==> config.mk <==
export PLATFORM = sky130hd
export DESIGN_NAME = fifo
export DESIGN_NICKNAME = d
export VERILOG_FILES = /design/src/rtl/fifo.sv
export SDC_FILE = /design/constraint.sdc
export NUM_CORES = 1
export LEC_CHECK = 0
export CORE_UTILIZATION = 57
export CTS_BUF_LIST = sky130_fd_sc_hd__clkbuf_16
export CTS_CLUSTER_DIAMETER = 200
export DETAILED_ROUTE_END_ITERATION = 10
export DONT_BUFFER_PORTS = 1
export PLACE_DENSITY = 0.75
export SYNTH_ARGS = -nofsm -noshare
export SYNTH_HDL_FRONTEND = slang
export SYNTH_SLANG_ARGS = --single-unit
==> constraint.sdc <==
create_clock -name clk -period 2.5 [get_ports clk]
set_clock_uncertainty 0.2 [all_clocks]
set_input_delay 0.75 -clock clk [delete_from_list [all_inputs] [get_ports clk]]
set_output_delay 0.75 -clock clk [all_outputs]
set_load 0.1 [all_outputs]
==> src/rtl/fifo.sv <==
// Synchronous FIFO with registered read data, occupancy flags and
// single-cycle overflow/underflow error pulses.
module fifo #(
    parameter int DATA_WIDTH = 16,
    parameter int DEPTH      = 8,
    parameter int ADDR_WIDTH = 3
) (
    input  logic                  clk,
    input  logic                  reset_n,
    input  logic                  write_en,
    input  logic                  read_en,
    input  logic [DATA_WIDTH-1:0] data_in,
    output logic [DATA_WIDTH-1:0] data_out,
    output logic                  full,
    output logic                  empty,
    output logic                  almost_full,
    output logic                  almost_empty,
    output logic                  overflow,
    output logic                  underflow
);

    localparam logic [ADDR_WIDTH:0]   CNT_DEPTH = DEPTH[ADDR_WIDTH:0];
    localparam logic [ADDR_WIDTH:0]   CNT_ONE   = 1;
    localparam logic [ADDR_WIDTH-1:0] PTR_ONE   = 1;

    logic [DATA_WIDTH-1:0] mem [DEPTH];

    logic [ADDR_WIDTH-1:0] wr_ptr_q, wr_ptr_d;
    logic [ADDR_WIDTH-1:0] rd_ptr_q, rd_ptr_d;
    logic [ADDR_WIDTH:0]   count_q, count_d;
    logic [DATA_WIDTH-1:0] data_out_q, data_out_d;
    logic                  overflow_q, overflow_d;
    logic                  underflow_q, underflow_d;
    logic                  wr_ok, rd_ok;

    assign full         = (count_q == CNT_DEPTH);
    assign empty        = (count_q == '0);
    assign almost_full  = (count_q >= CNT_DEPTH - CNT_ONE);
    assign almost_empty = (count_q <= CNT_ONE);

    // A write into a full FIFO is still accepted when a read frees a slot in the same cycle.
    assign wr_ok = write_en && (!full || read_en);
    assign rd_ok = read_en && !empty;

    always_comb begin
        wr_ptr_d    = wr_ptr_q;
        rd_ptr_d    = rd_ptr_q;
        count_d     = count_q;
        data_out_d  = data_out_q;
        overflow_d  = write_en && full && !read_en;
        underflow_d = read_en && empty;
        if (wr_ok) begin
            wr_ptr_d = wr_ptr_q + PTR_ONE;
        end
        if (rd_ok) begin
            rd_ptr_d   = rd_ptr_q + PTR_ONE;
            data_out_d = mem[rd_ptr_q];
        end
        case ({wr_ok, rd_ok})
            2'b10:   count_d = count_q + CNT_ONE;
            2'b01:   count_d = count_q - CNT_ONE;
            default: count_d = count_q;
        endcase
    end

    always_ff @(posedge clk or negedge reset_n) begin
        if (!reset_n) begin
            wr_ptr_q    <= '0;
            rd_ptr_q    <= '0;
            count_q     <= '0;
            data_out_q  <= '0;
            overflow_q  <= 1'b0;
            underflow_q <= 1'b0;
        end else begin
            wr_ptr_q    <= wr_ptr_d;
            rd_ptr_q    <= rd_ptr_d;
            count_q     <= count_d;
            data_out_q  <= data_out_d;
            overflow_q  <= overflow_d;
            underflow_q <= underflow_d;
        end
    end

    // Storage is deliberately left out of reset; stale words are unreachable once pointers clear.
    always_ff @(posedge clk) begin
        if (wr_ok) begin
            mem[wr_ptr_q] <= data_in;
        end
    end

    assign data_out  = data_out_q;
    assign overflow  = overflow_q;
    assign underflow = underflow_q;

endmodule

==> results of run 1 <==
-- power by group through the flow --
stage	Combinational, W	Clock [W]	Sequential [W]
6_report	0.00404	0.00282	0.00364
2_1_floorplan	0.00198	0	0.00460
3_3_place_gp	0.00381	0	0.00364
4_1_cts	0.00403	0.00285	0.00363
3_5_place_dp	0.00387	0	0.00367
5_1_grt	0.00424	0.00296	0.00369
-- registers in the layout (all words and copies together) (netlist names) --
signal and cells:
wr_ptr_q 3, data_out 16, mem 128, underflow 1, rd_ptr_q 3, overflow 1, count_q 4
-- metrics by stage --
step,hold slack (ns),TNS [ns]
4_1_cts,0.2085,-0.1439
6_report,0.2230,-0.1296
2_1_floorplan,0.2544,-0.3123
3_3_place_gp,0.2550,0
5_1_grt,0.2048,-0.3515
3_5_place_dp,0.2550,0
-- logic make-up (layout without fill, tap and decap cells) --
group / Yosys count / in the layout
AO/OA/AOI/OAI: 67 / 67
XOR/XNOR: 8 / 8
adder cells (fa/ha/maj): 7 / 7
buffers and inverters: 23 / 86
flip-flops: 156 / 156
multiplexers: 67 / 67
AND/OR/NAND/NOR: 32 / 32
-- repair_timing --
action / CTS / global route
setup buffers: 2 / 1
pin swaps: 1 / 2
hold buffers: 2 / 0
resized for setup: 12 / 4
setup endpoints to repair: 4 / 5
endpoints found under the hold margin: 28 / 0
-- layer usage --
metal / share of wire / vias to the layer above / routed length (um) / global-route usage
met2: 0.52 / 96 / 6386 / 0.4021
met1: 0.42 / 1681 / 5125 / 0.2939
li1: - / 1511 / - / -
met3: 0.057 / 12 / 699 / 0.05947
met5: 0 / - / 0 / 0
met4: 0.0088 / 0 / 108 / 0.1096
-- synthesized netlist by cell type (all sizes together) (2+ instances only) --
cell    count  area share
nand2       4      0.0024
nand3b      2      0.0024
xnor2       6      0.0085
buf        14       0.018
mux2i      33       0.053
nand2b      4      0.0040
o22ai      16       0.016
o21ai      17       0.014
nor3        3      0.0024
mux2       34       0.062
xor2        2      0.0028
o31ai      16       0.022
nand3       2      0.0016
clkbuf      5      0.0032
inv         4      0.0024
dfrtp      28        0.11
edfxtp    128        0.62
ha          7       0.014
a22o       16       0.023
nor2        9      0.0054
-- layout make-up --
cell class,count,area [um2],share of cell area
Clock inverter,14,227.7,0.03051
Tap cell,136,170.2,0.02280
Inverter,4,17.52,0.002347
Clock buffer,17,425.4,0.05700
Multi-Input combinational cell,181,1592,0.2132
Timing Repair Buffer,51,484.2,0.06488
Sequential cell,156,4547,0.6092
-- final timing paths --
check / start / endpoint / slack, ns
worst min-delay path: data_in[11] / mem[2][11] / 0.22
max in group asynchronous: reset_n / rd_ptr_q[0] / 1.33
worst max-delay path: count_q[1] / empty / -0.06
worst min register to register: data_out[11] / data_out[11] / 0.31
min in group asynchronous: reset_n / count_q[2] / 0.58
worst max register to register: count_q[1] / count_q[3] / 0.14
==> reports/qor.txt, run 1 <==
Comb pwr share: 0.385
CTS sink cnt: 156
Synth Cell Area: 0.006218 mm2
Synth Flop Type: edfxtp_1
Vias in the first global route: 3519
RSZ-0062 raised after global routing: true
Seq pwr share: 0.347
Fmax: 389.9 MHz
Critical path depth in cells: 5
Filler cells: 667
Hold Crit Class: in2reg
Mapped Cells: 360
Root Driver: clkbuf_16
Clock transition at path regs: 0.06 ns
Clock buffer depth: 2
Clock power share: 0.269
Largest net degree at the start of global routing: 38
Flops & latches, synth: 156
Clock Latency Late Sink: 0.42 ns
RePlAce Congestion: 0.7810
Hold path depth: 0
Initial antenna violation count: 0
Pre-CTS WS: 0.1179 ns
Critical Path Source Type: register
Synthesized Nets: 387
Crit Path Max Fanout: 4
First-pass GRT wire length: 19180 um
WP data arrival: 1.61 ns
Final ANT Viol Nets: 0
Avg Inst Size Synth: 17.27 um2
Leakage: 2.750 nW
Sequential area share after synthesis: 0.7308
Fin util: 0.7133
Yosys warnings: 0
Number of nets in the layout: 438
Cts bufs inserted: 17
Multiplexer share of the synthesized area: 0.1147
Final WS setup: -0.06462 ns
Post-synthesis compound-gate area fraction: 0.07666
Max-Cap Viols: 0
P_int: 0.006631 W
GRT overflow: 0
P&R area growth vs syn: 20.02%
VDD IR max: 812.7 uV
Cell breakdown of the critical path: inv_4 > ha_4 > nor3b_4 > buf_6 > buf_16
Tmin final: 2.565 ns
DP HPWL: 7044 um
Core Rows: 37
Yosys cell types: 35
Delay-heaviest family, CP: flip-flops
Failing checks: setup timing
Initial Utilization: 0.5944
WP buf/inv: 3
Most frequent cells in the layout: edfxtp_1 (128), buf_4 (42), mux2_2 (34), mux2i_1 (33), dfrtp_1 (26)
Critical path class: reg2out
Total placed cells including tap cells: 523
Sw frac: 0.3683
Finished Layout Cells: 559
P per Cell Area: 1406 mW/mm2
Vias per Instance: 5.903
Final period util: 1.026
Slew headroom: 0.5304
I/O pin total: 42
Most common cell after layout, fill and taps aside: edfxtp_1
Psw: 0.003866 W
Outcome: complete, but fails checks
FFs w/ async S/R, synth: 0.1795
Main combinational cell family by area after synthesis: multiplexers
Slowest cell on crit path: dfrtp_2
Hold Violations, Final: 0
Final Setup Violations: 3
# H-tree levels: 4
Core ar.: 0.01046 mm2
Adder and majority cell fraction of the synthesized area: 0.01408
Diode count: 0
Post-route DRC: 0
GRT Total Usage: 0.2396
CP Capture Type: output port
Routed WL: 12320 um
Die width: 106.5 um
First-pass iteration count of the detailed router: 4
WL/cell: 22.04 um
Post-synthesis xor/xnor area fraction: 0.01127
Final Slew Violations: 0
Proportion of layout cells with a drive suffix above 1: 0.3050
Port-buffer cells: 0
DIE AREA: 0.01133 mm2
Die Height: 106.5 um
Worst Max-Slew Pin Slew: 0.7037 ns
Crit path largest cell delay: 0.44 ns
Fin area: 0.007463 mm2
Iteration-0 DRC count of the detailed router: 241
DR vias: 3300
Dpl cell area: 0.006703 mm2
Synthesized-area fraction occupied by and/or/nand/nor cells: 0.02938
Critical Path RT: 1.55 ns
Worst R2R Path Depth: 10
Post-synth EDFFs: 128
CTS tree: built
Tot Pwr: 0.01050 W
Power figures use the tool's default switching activity.
==> inputs of run 2 (changes only) <==
--- a/config.mk
+++ b/config.mk
@@ -14,3 +14,4 @@
 export SYNTH_ARGS = -nofsm -noshare
 export SYNTH_HDL_FRONTEND = slang
 export SYNTH_SLANG_ARGS = --single-unit
+export TNS_END_PERCENT = 100
==> results of run 2 <==
No change in the layout: final DEF, timing and power equal those of run 1.
